==> config.mk <==
export PLATFORM = sky130hd
export DESIGN_NAME = ram_access_arbiter_flat
export DESIGN_NICKNAME = d
export VERILOG_FILES = /design/src/rtl/ram_access_arbiter_if.sv /design/src/rtl/ram_access_arbiter.sv /design/src/flat_wrapper.sv
export SDC_FILE = /design/constraint.sdc
export NUM_CORES = 1
export LEC_CHECK = 0
export CORE_ASPECT_RATIO = 1.2
export CORE_MARGIN = 2
export CORE_UTILIZATION = 41
export CTS_CLUSTER_DIAMETER = 200
export DETAILED_ROUTE_END_ITERATION = 16
export PLACE_DENSITY = 0.81
export SLEW_MARGIN = 10
export SYNTH_ARGS = -nofsm -noshare
export SYNTH_HDL_FRONTEND = slang
export SYNTH_SLANG_ARGS = --single-unit
==> constraint.sdc <==
create_clock -name clock -period 2.09 [get_ports clock]
set_input_delay 0.3135 -clock clock [delete_from_list [all_inputs] [get_ports clock]]
set_output_delay 0.3135 -clock clock [all_outputs]
set_load 0.02 [all_outputs]
==> src/rtl/ram_access_arbiter_if.sv <==
// Bundle of requester handshakes and RAM-side signals for ram_access_arbiter.
// slave = arbiter side, master = requesters plus RAM model side.
interface ram_access_arbiter_if #(
    parameter int DATA_W = 48
);
    logic              wr_req;
    logic              wr_type;
    logic [DATA_W-1:0] wr_data;
    logic              wr_ack;
    logic              rd_req;
    logic              rd_type;
    logic [DATA_W-1:0] rd_data;
    logic              rd_valid;
    logic              ram_wren;
    logic              ram_access_type;
    logic [DATA_W-1:0] ram_data_in;
    logic [DATA_W-1:0] ram_q;
    logic              busy;

    modport slave (
        input  wr_req, wr_type, wr_data, rd_req, rd_type, ram_q,
        output wr_ack, rd_data, rd_valid, ram_wren, ram_access_type, ram_data_in, busy
    );

    modport master (
        output wr_req, wr_type, wr_data, rd_req, rd_type, ram_q,
        input  wr_ack, rd_data, rd_valid, ram_wren, ram_access_type, ram_data_in, busy
    );
endinterface

==> src/rtl/ram_access_arbiter.sv <==
// Serialises transaction-writer and balance-reader accesses onto the single-port coin RAM.
// Optional macro ARB_ROUND_ROBIN_EN: alternate grants on ties instead of writer-first priority.
module ram_access_arbiter #(
    parameter int READ_LAT = 2,
    parameter int DATA_W   = 48
) (
    input logic                 clock,
    input logic                 resetn,
    ram_access_arbiter_if.slave bus
);
    localparam logic [1:0] IDLE  = 2'd0;
    localparam logic [1:0] WRITE = 2'd1;
    localparam logic [1:0] READ  = 2'd2;
    localparam logic [1:0] DONE  = 2'd3;

    localparam logic [2:0] LAT_LAST = 3'(READ_LAT - 1);
    localparam logic       GRANT_WR = 1'b0;
    localparam logic       GRANT_RD = 1'b1;

    logic [1:0]        state;
    logic [2:0]        lat_cnt;
    logic              last_grant;
    logic              done_from_read;
    logic              access_type_q;
    logic [DATA_W-1:0] wr_data_q;
    logic [DATA_W-1:0] rd_data_q;
    logic              writer_wins;
    logic              grant_wr;
    logic              grant_rd;

`ifdef ARB_ROUND_ROBIN_EN
    assign writer_wins = (last_grant == GRANT_RD);
`else
    // Fixed priority ignores last_grant; it is still tracked so both builds share one datapath.
    assign writer_wins = 1'b1 | last_grant;
`endif

    assign grant_wr = bus.wr_req && (!bus.rd_req || writer_wins);
    assign grant_rd = bus.rd_req && !grant_wr;

    always_ff @(posedge clock or negedge resetn) begin
        if (!resetn) begin
            state          <= IDLE;
            lat_cnt        <= 3'd0;
            last_grant     <= GRANT_RD;
            done_from_read <= 1'b0;
            access_type_q  <= 1'b0;
            wr_data_q      <= '0;
            rd_data_q      <= '0;
        end else begin
            case (state)
                IDLE: begin
                    if (grant_wr) begin
                        state         <= WRITE;
                        access_type_q <= bus.wr_type;
                        wr_data_q     <= bus.wr_data;
                        last_grant    <= GRANT_WR;
                        lat_cnt       <= 3'd0;
                    end else if (grant_rd) begin
                        state         <= READ;
                        access_type_q <= bus.rd_type;
                        last_grant    <= GRANT_RD;
                        lat_cnt       <= 3'd0;
                    end
                end
                WRITE: begin
                    state          <= DONE;
                    done_from_read <= 1'b0;
                end
                READ: begin
                    lat_cnt <= lat_cnt + 3'd1;
                    if (lat_cnt == LAT_LAST) begin
                        rd_data_q      <= bus.ram_q;
                        done_from_read <= 1'b1;
                        state          <= DONE;
                    end
                end
                default: begin
                    state <= IDLE;
                end
            endcase
        end
    end

    // Strobes come straight from state so a request can never glitch them.
    assign bus.ram_wren        = (state == WRITE);
    assign bus.wr_ack          = (state == WRITE);
    assign bus.rd_valid        = (state == DONE) && done_from_read;
    assign bus.busy            = (state != IDLE);
    assign bus.ram_access_type = access_type_q;
    assign bus.ram_data_in     = wr_data_q;
    assign bus.rd_data         = rd_data_q;
endmodule

==> src/flat_wrapper.sv <==
// flat-port wrapper written by rule: the top's interface ports become plain ports
module ram_access_arbiter_flat 
#(
    parameter int READ_LAT = 2,
    parameter int DATA_W   = 48
)
  (clock, resetn, bus_wr_req, bus_wr_type, bus_wr_data, bus_rd_req, bus_rd_type, bus_ram_q, bus_wr_ack, bus_rd_data, bus_rd_valid, bus_ram_wren, bus_ram_access_type, bus_ram_data_in, bus_busy);
  ram_access_arbiter_if #(.DATA_W(DATA_W)) bus_i ();
  input logic clock;
  input logic resetn;
  input wire logic [$bits(bus_i.wr_req)-1:0] bus_wr_req;
  input wire logic [$bits(bus_i.wr_type)-1:0] bus_wr_type;
  input wire logic [$bits(bus_i.wr_data)-1:0] bus_wr_data;
  input wire logic [$bits(bus_i.rd_req)-1:0] bus_rd_req;
  input wire logic [$bits(bus_i.rd_type)-1:0] bus_rd_type;
  input wire logic [$bits(bus_i.ram_q)-1:0] bus_ram_q;
  output wire logic [$bits(bus_i.wr_ack)-1:0] bus_wr_ack;
  output wire logic [$bits(bus_i.rd_data)-1:0] bus_rd_data;
  output wire logic [$bits(bus_i.rd_valid)-1:0] bus_rd_valid;
  output wire logic [$bits(bus_i.ram_wren)-1:0] bus_ram_wren;
  output wire logic [$bits(bus_i.ram_access_type)-1:0] bus_ram_access_type;
  output wire logic [$bits(bus_i.ram_data_in)-1:0] bus_ram_data_in;
  output wire logic [$bits(bus_i.busy)-1:0] bus_busy;
  assign bus_i.wr_req = bus_wr_req;
  assign bus_i.wr_type = bus_wr_type;
  assign bus_i.wr_data = bus_wr_data;
  assign bus_i.rd_req = bus_rd_req;
  assign bus_i.rd_type = bus_rd_type;
  assign bus_i.ram_q = bus_ram_q;
  assign bus_wr_ack = bus_i.wr_ack;
  assign bus_rd_data = bus_i.rd_data;
  assign bus_rd_valid = bus_i.rd_valid;
  assign bus_ram_wren = bus_i.ram_wren;
  assign bus_ram_access_type = bus_i.ram_access_type;
  assign bus_ram_data_in = bus_i.ram_data_in;
  assign bus_busy = bus_i.busy;
  ram_access_arbiter #(.READ_LAT(READ_LAT), .DATA_W(DATA_W)) u_core (.clock(clock), .resetn(resetn), .bus(bus_i));
endmodule
==> flow_summary_export.csv, run 1 <==
group,metric,value,unit
layout,layout_common_cells,"clkdlybuf4s50_1, dfrtp_1, mux2_2",
setup_path,timing.rr.end,"u_core.bus.ram_data_in[5]",
synth,synth_warnings,0,
grt,antenna_violations_before_repair,0,
setup_path,critPathLaunchType,"register",
setup_path,path_delay_family,"buffers and inverters",
sta,setup_viol,0,
clocking,clk-insertion-delay-late,0.33,ns
routing,avgViaCountPerCell,4.72,
layout,drive_above_1_share,0.262,
hold_path,worst_hold_path_type,"primary input to async pin",
routing,drtAntennaViolNets,0,
setup_path,worst_ep_arrival_time,1.70,ns
pwr,power,10900,uW
layout,area.growth.synth_to_final,58.6,%
pwr,share_clk_of_total_power,0.146,
floorplanning,die_y,115,microns
layout,layout.nets,574,
pwr,p_int,7170,uW
pwr,leakage,0.00292,uW
grt,grt_pass1_wl,14.6,mm
sta,finalSetupTns,0,ns
setup_path,crit-reg2reg-launch,"u_core.state[0]",
sta,final-max-slew-violation-count,0,
place,gpl.final_weighted_congestion,0.704,
floorplanning,die_w,96.4,microns
sta,timing.max_slew.rel_slack,0.656,
pwr,ir_worst_vdd,0.663,mV
setup_path,worstPathRequired,1.78,ns
layout,fillerInstances,715,
floorplanning,rows,40,
floorplanning,fp.dieArea,0.0111,sq mm
place,post-dp-hpwl,7.41,mm
synth,synth.net_count,365,
pwr,power.sequential.fraction,0.327,
floorplanning,design.core.area,0.0100,sq mm
layout,commonest_non_fill_non_tap_cell_in_the_layout,"clkdlybuf4s50_1",
setup_path,worstRegToRegCells,6,
pwr,power_switching,3750,uW
sta,final_critical_path_time_including_i_o_delays_and_setup,2.01,ns
synth,post_synth_inst_count,256,
floorplanning,boundaryPins,203,
sta,tightestPinTransition,0.517,ns
pwr,switching_share,0.343,
synth,synth.yosys.seq_area_share,0.614,
sta,grt_setup_unrepaired,"no",
routing,route.vias.total,2810,
clocking,cts_tree,"yes",
setup_path,criticalPathCategory,"register to output pin",
sta,timing.hold.ws,0.490,ns
grt,grt.total_usage,0.173,
routing,detailed_route_drc_error_count,0,
clocking,cts.htree.levels,3,
synth,synth-seq-cells,103,
setup_path,critical_path.max_stage_delay,0.55,ns
clocking,numCtsBuffers,9,
setup_path,worstSetupEndpointType,"output pin",
layout,number_of_antenna_repair_diodes,0,
sta,timing.clock.skew,0.00717,ns
clocking,ctsLongestPathBuffers,2,
place,dp.cells,579,
synth,post_synth.cell_area_avg,16.4,sq um
routing,drt_wl_total,9.69,mm
layout,final_cell_count_no_fill,595,
routing,routedWlPerCell,16.3,microns
grt,maximum_number_of_pins_on_one_net_before_global_route_repair,41,
routing,dr.pass1.iters,4,
pwr,power.density_cell_area,1640,mW/mm^2
clocking,numClockSinks,103,
setup_path,cp_num_buf_inv,1,
sta,final_hold_viol_count,0,
layout,register_area,0.00258,sq mm
routing,number_of_drc_markers_after_the_initial_detailed_route_iteration,45,
clocking,cts.clk_slew.worst_paths,0.07,ns
setup_path,crit_chain,"ha_1 -> and2_1 -> clkdlybuf4s50_1",
clocking,root_buffer,"clkbuf_16",
place,io_buffer_count,202,
pwr,power.combinational.fraction,0.527,
sta,maxClockFrequency,498,MHz
synth,synth_cell_types,29,
grt,global_route.overflow_total,0,
flow_run,max_cap_viol_count,0,
layout,multi_input_comb_area,0.00150,sq mm
run_status,outcome,"finished, final reports clean",
setup_path,critPathMaxFanout,4,
floorplanning,initial_core_util,0.420,
synth,synthesis.area,0.00420,sq mm
grt,first_global_vias,2992,
setup_path,crit_slowest_cell,"clkdlybuf4s50_1",
sta,layout_worst_path_cycle_share,0.961,
setup_path,worst-r2r-setup-slack,0.37,ns
cells by family (layout without fill, tap and decap cells):
logic type,Yosys count,in the layout,synth area share
DFF,103,103,0.614
muxes,98,98,0.288
buffers and inverters,18,231,0.0286
and+or+nand+nor,16,16,0.0265
AOI/OAI and AO/OA,13,13,0.0200
adders and majority gates,7,7,0.0209
xor gates and xnor gates,1,1,0.00209
power groups by stage:
| stage | Clock (uW) | Combinational [uW] | Sequential (uW) |
|---|---|---|---|
| 2_1_floorplan | 0 | 2010 | 4750 |
| 3_3_place_gp | 0 | 5700 | 3550 |
| 3_5_place_dp | 0 | 5820 | 3600 |
| 4_1_cts | 1640 | 5830 | 3580 |
| 5_1_grt | 1730 | 6090 | 3690 |
| 6_report | 1600 | 5760 | 3570 |
through the flow:
step | area [sq um] | utilization | worst slack (ns)
after floorplan | 4200 | - | 0.507
after CTS | 6660 | 0.666 | 0.0512
after global routing | 6660 | 0.666 | 0.00859
after detailed placement | 6370 | 0.637 | 0.302
final | 6660 | 0.666 | 0.0811
after global placement | 6370 | 0.637 | 0.315
final cells by class:
cell class,count,area share
multi-input combinational,135,0.226
clock buffer,11,0.0349
inverter,5,0.00282
timing repair buffer,211,0.319
sequential,103,0.387
clock inverter,4,0.00714
tap,126,0.0237
synthesized netlist by cell type (all sizes together):
cell type    n  share of area
nand3        2         0.0024
and3b        1         0.0021
nand2b       3         0.0045
ha           7          0.021
nand2        1         0.0015
dfrtp      103           0.61
o21bai       1         0.0018
nand3b       2         0.0066
a22oi        2         0.0048
o21a         1         0.0018
nor2b        2         0.0030
mux2i        1         0.0024
o21ai        3         0.0036
and2         1         0.0015
a21oi        5         0.0060
xor2         1         0.0021
o221ai       1         0.0021
nor2         2         0.0024
nor3         1         0.0012
buf         13          0.024
inv          5         0.0045
mux2        97           0.29
nor4         1         0.0015
worst reg2reg max path, cell delays in order, from the launching register on:
cell     delay [ns]
dfrtp_1        0.39
inv_1          0.10
ha_1           0.21
buf_4          0.16
nand2_2        0.10
buf_4          0.26
mux2_2         0.37
what timing repair did:
item,CTS,global route
hold buffers,1,0
buffers inserted,0,0
resized for setup,1,0
endpoints found under the hold margin,38,0
endpoints found under the setup margin,1,0
flip-flops by register name, indices dropped and copies added, names as in the netlist:
register / flops
u_core.bus.ram_access_type: 1
u_core.done_from_read: 1
u_core.bus.ram_data_in: 48
u_core.bus.rd_data: 48
u_core.lat_cnt: 3
u_core.state: 2
worst max-delay path by stage:
stage                          startpoint                         to  cells past startpoint
after global routing      u_core.state[0]               bus_rd_valid                      3
final                     u_core.state[0]               bus_rd_valid                      3
after global placement         bus_wr_req  u_core.bus.ram_data_in[2]                      4
after floorplan           u_core.state[0]      u_core.bus.rd_data[0]                      7
after CTS                 u_core.state[1]               bus_ram_wren                      3
after detailed placement       bus_wr_req  u_core.bus.ram_data_in[5]                      4
metal layers:
metal,share of wire,global-route usage,vias to the layer above
met5,0,0,-
met3,0.084,0.0491,10
li1,-,-,1314
met1,0.38,0.198,1370
met2,0.53,0.310,116
met4,0.010,0.0535,0
Note: power is estimated with default switching activity, not from simulation.
==> run 2: changes to the inputs <==
--- a/config.mk
+++ b/config.mk
@@ -10,7 +10,8 @@
 export CORE_UTILIZATION = 41
 export CTS_CLUSTER_DIAMETER = 200
 export DETAILED_ROUTE_END_ITERATION = 16
-export PLACE_DENSITY = 0.81
+export PLACE_DENSITY_LB_ADDON = 0.05
+export REMOVE_ABC_BUFFERS = 1
 export SLEW_MARGIN = 10
 export SYNTH_ARGS = -nofsm -noshare
 export SYNTH_HDL_FRONTEND = slang
==> flow_summary_export.csv, run 2 (same netlist as run 1, synthesis figures left out) <==
group,metric,value,unit
floorplanning,die_w,96.4,microns
layout,area.growth.synth_to_final,59.8,%
clocking,numCtsBuffers,9,
layout,commonest_non_fill_non_tap_cell_in_the_layout,"clkdlybuf4s50_1",
sta,final_critical_path_time_including_i_o_delays_and_setup,2.01,ns
grt,maximum_number_of_pins_on_one_net_before_global_route_repair,41,
layout,layout.nets,574,
floorplanning,boundaryPins,203,
clocking,numClockSinks,103,
floorplanning,design.core.area,0.0100,sq mm
floorplanning,die_y,115,microns
setup_path,criticalPathCategory,"register to output pin",
setup_path,worst_ep_arrival_time,1.70,ns
sta,final_hold_viol_count,0,
grt,grt.total_usage,0.175,
layout,number_of_antenna_repair_diodes,0,
setup_path,critPathLaunchType,"register",
place,post-dp-hpwl,7.24,mm
run_status,outcome,"finished, final reports clean",
routing,number_of_drc_markers_after_the_initial_detailed_route_iteration,96,
routing,detailed_route_drc_error_count,0,
setup_path,crit_chain,"ha_1 -> and2_1 -> clkdlybuf4s50_1",
floorplanning,rows,40,
clocking,cts_tree,"yes",
clocking,cts_post_setup_buffers_inserted,0,
setup_path,cp_num_buf_inv,1,
setup_path,critPathMaxFanout,4,
place,io_buffer_count,202,
routing,avgViaCountPerCell,4.74,
place,detailed_place.area,0.00639,sq mm
grt,grt_pass1_wl,14.8,mm
hold_path,worst_hold_path_type,"primary input to async pin",
pwr,leakage,0.00297,uW
sta,maxClockFrequency,498,MHz
setup_path,path_delay_family,"buffers and inverters",
routing,route.vias.total,2825,
layout,layout_common_cells,"clkdlybuf4s50_1, dfrtp_1, mux2_2",
sta,timing.clock.skew,0.00407,ns
sta,finalSetupTns,0,ns
sta,layout_worst_path_cycle_share,0.962,
place,dp.cells,579,
setup_path,crit_slowest_cell,"clkdlybuf4s50_1",
setup_path,worstSetupEndpointType,"output pin",
sta,grt_setup_unrepaired,"no",
sta,tightestPinTransition,0.405,ns
clocking,cts.clk_slew.worst_paths,0.07,ns
floorplanning,fp.dieArea,0.0111,sq mm
clocking,cts.htree.levels,3,
clocking,clk-insertion-delay-late,0.34,ns
layout,final_cell_count_no_fill,596,
floorplanning,initial_core_util,0.420,
sta,timing.max_slew.rel_slack,0.730,
setup_path,critical_path.max_stage_delay,0.54,ns
sta,final-max-slew-violation-count,0,
place,gpl.final_weighted_congestion,0.778,
pwr,ir_worst_vdd,0.807,mV
layout,fin_util,0.671,
routing,drt_wl_total,9.55,mm
clocking,ctsLongestPathBuffers,2,
flow_run,max_cap_viol_count,0,
sta,timing.hold.ws,0.444,ns
routing,routedWlPerCell,16.0,microns
pwr,power.density_cell_area,1640,mW/mm^2
clocking,root_buffer,"clkbuf_16",
sta,setup_viol,0,
routing,drtAntennaViolNets,0,
grt,antenna_violations_before_repair,0,
layout,drive_above_1_share,0.266,
grt,global_route.overflow_total,0,
setup_path,worstPathRequired,1.78,ns
grt,first_global_vias,3013,
routing,dr.pass1.iters,4,
layout,final_instance_area,0.00671,sq mm
==> run 2: changes by cell type in the layout (fill, tap and decap cells not counted) <==
cell / change
buf_12: +1
buf_4: -1
clkbuf_8: +3
clkdlybuf4s50_1: -2
clkinv_2: -2
dlymetal6s2s_1: +2
ha_1: -1
ha_2: +1
==> run 2: final timing paths <==
kind	startpoint	to	slack, ns	cells past startpoint
max	u_core.state[0]	bus_rd_valid	0.08	3
min	resetn	u_core.bus.rd_data[28]	0.44	2
max reg2reg	u_core.state[0]	u_core.bus.rd_data[7]	0.27	5
min reg2reg	u_core.bus.rd_data[29]	u_core.bus.rd_data[29]	0.50	1
max in group asynchronous	resetn	u_core.bus.rd_data[29]	1.03	3
min in group clock	u_core.bus.rd_data[29]	u_core.bus.rd_data[29]	0.50	1
==> run 2: stage by stage <==
step / total power, uW / setup WS [ns]
5_1_grt: 11700 / 0.00300
4_1_cts: 11200 / 0.0502
2_1_floorplan: 6670 / 0.0732
6_report: 11000 / 0.0802
3_3_place_gp: 9270 / 0.278
3_5_place_dp: 9410 / 0.215
==> run 2: final cells by class <==
type / instances / area, sq um
timing repair buffer: 211 / 2140
multi-input combinational: 135 / 1510
sequential: 103 / 2580
inverter: 5 / 18.8
clock buffer: 14 / 274
fill: 757 / 3300
clock inverter: 2 / 37.5
tap: 126 / 158
==> run 2: worst reg2reg max path: cells and delay by family (launching register included) <==
kind          cells  cell delay [ns]
flops             1             0.41
fa+ha+maj         1             0.40
buf+inv           2             0.35
mux               1             0.32
simple gates      1             0.23
==> run 2: timing repair <==
action | 4_1_cts | 5_1_grt
resized for setup | 2 | 2
hold endpoints to repair | 26 | 0
setup endpoints to repair | 1 | 2
hold buffers | 1 | 0
==> run 2: per-layer routing <==
layer / share of wire / vias up / GRT usage
met5: 0 / - / 0
met4: 0.016 / 0 / 0.0732
met3: 0.11 / 13 / 0.0642
met2: 0.47 / 135 / 0.279
met1: 0.41 / 1366 / 0.213
li1: - / 1311 / -
==> run 2: power by group <==
part	total, uW	switching (uW)	internal, uW
clock network	1710	686	1030
logic	5750	2530	3220
registers	3550	529	3030
total	11000	3740	7280
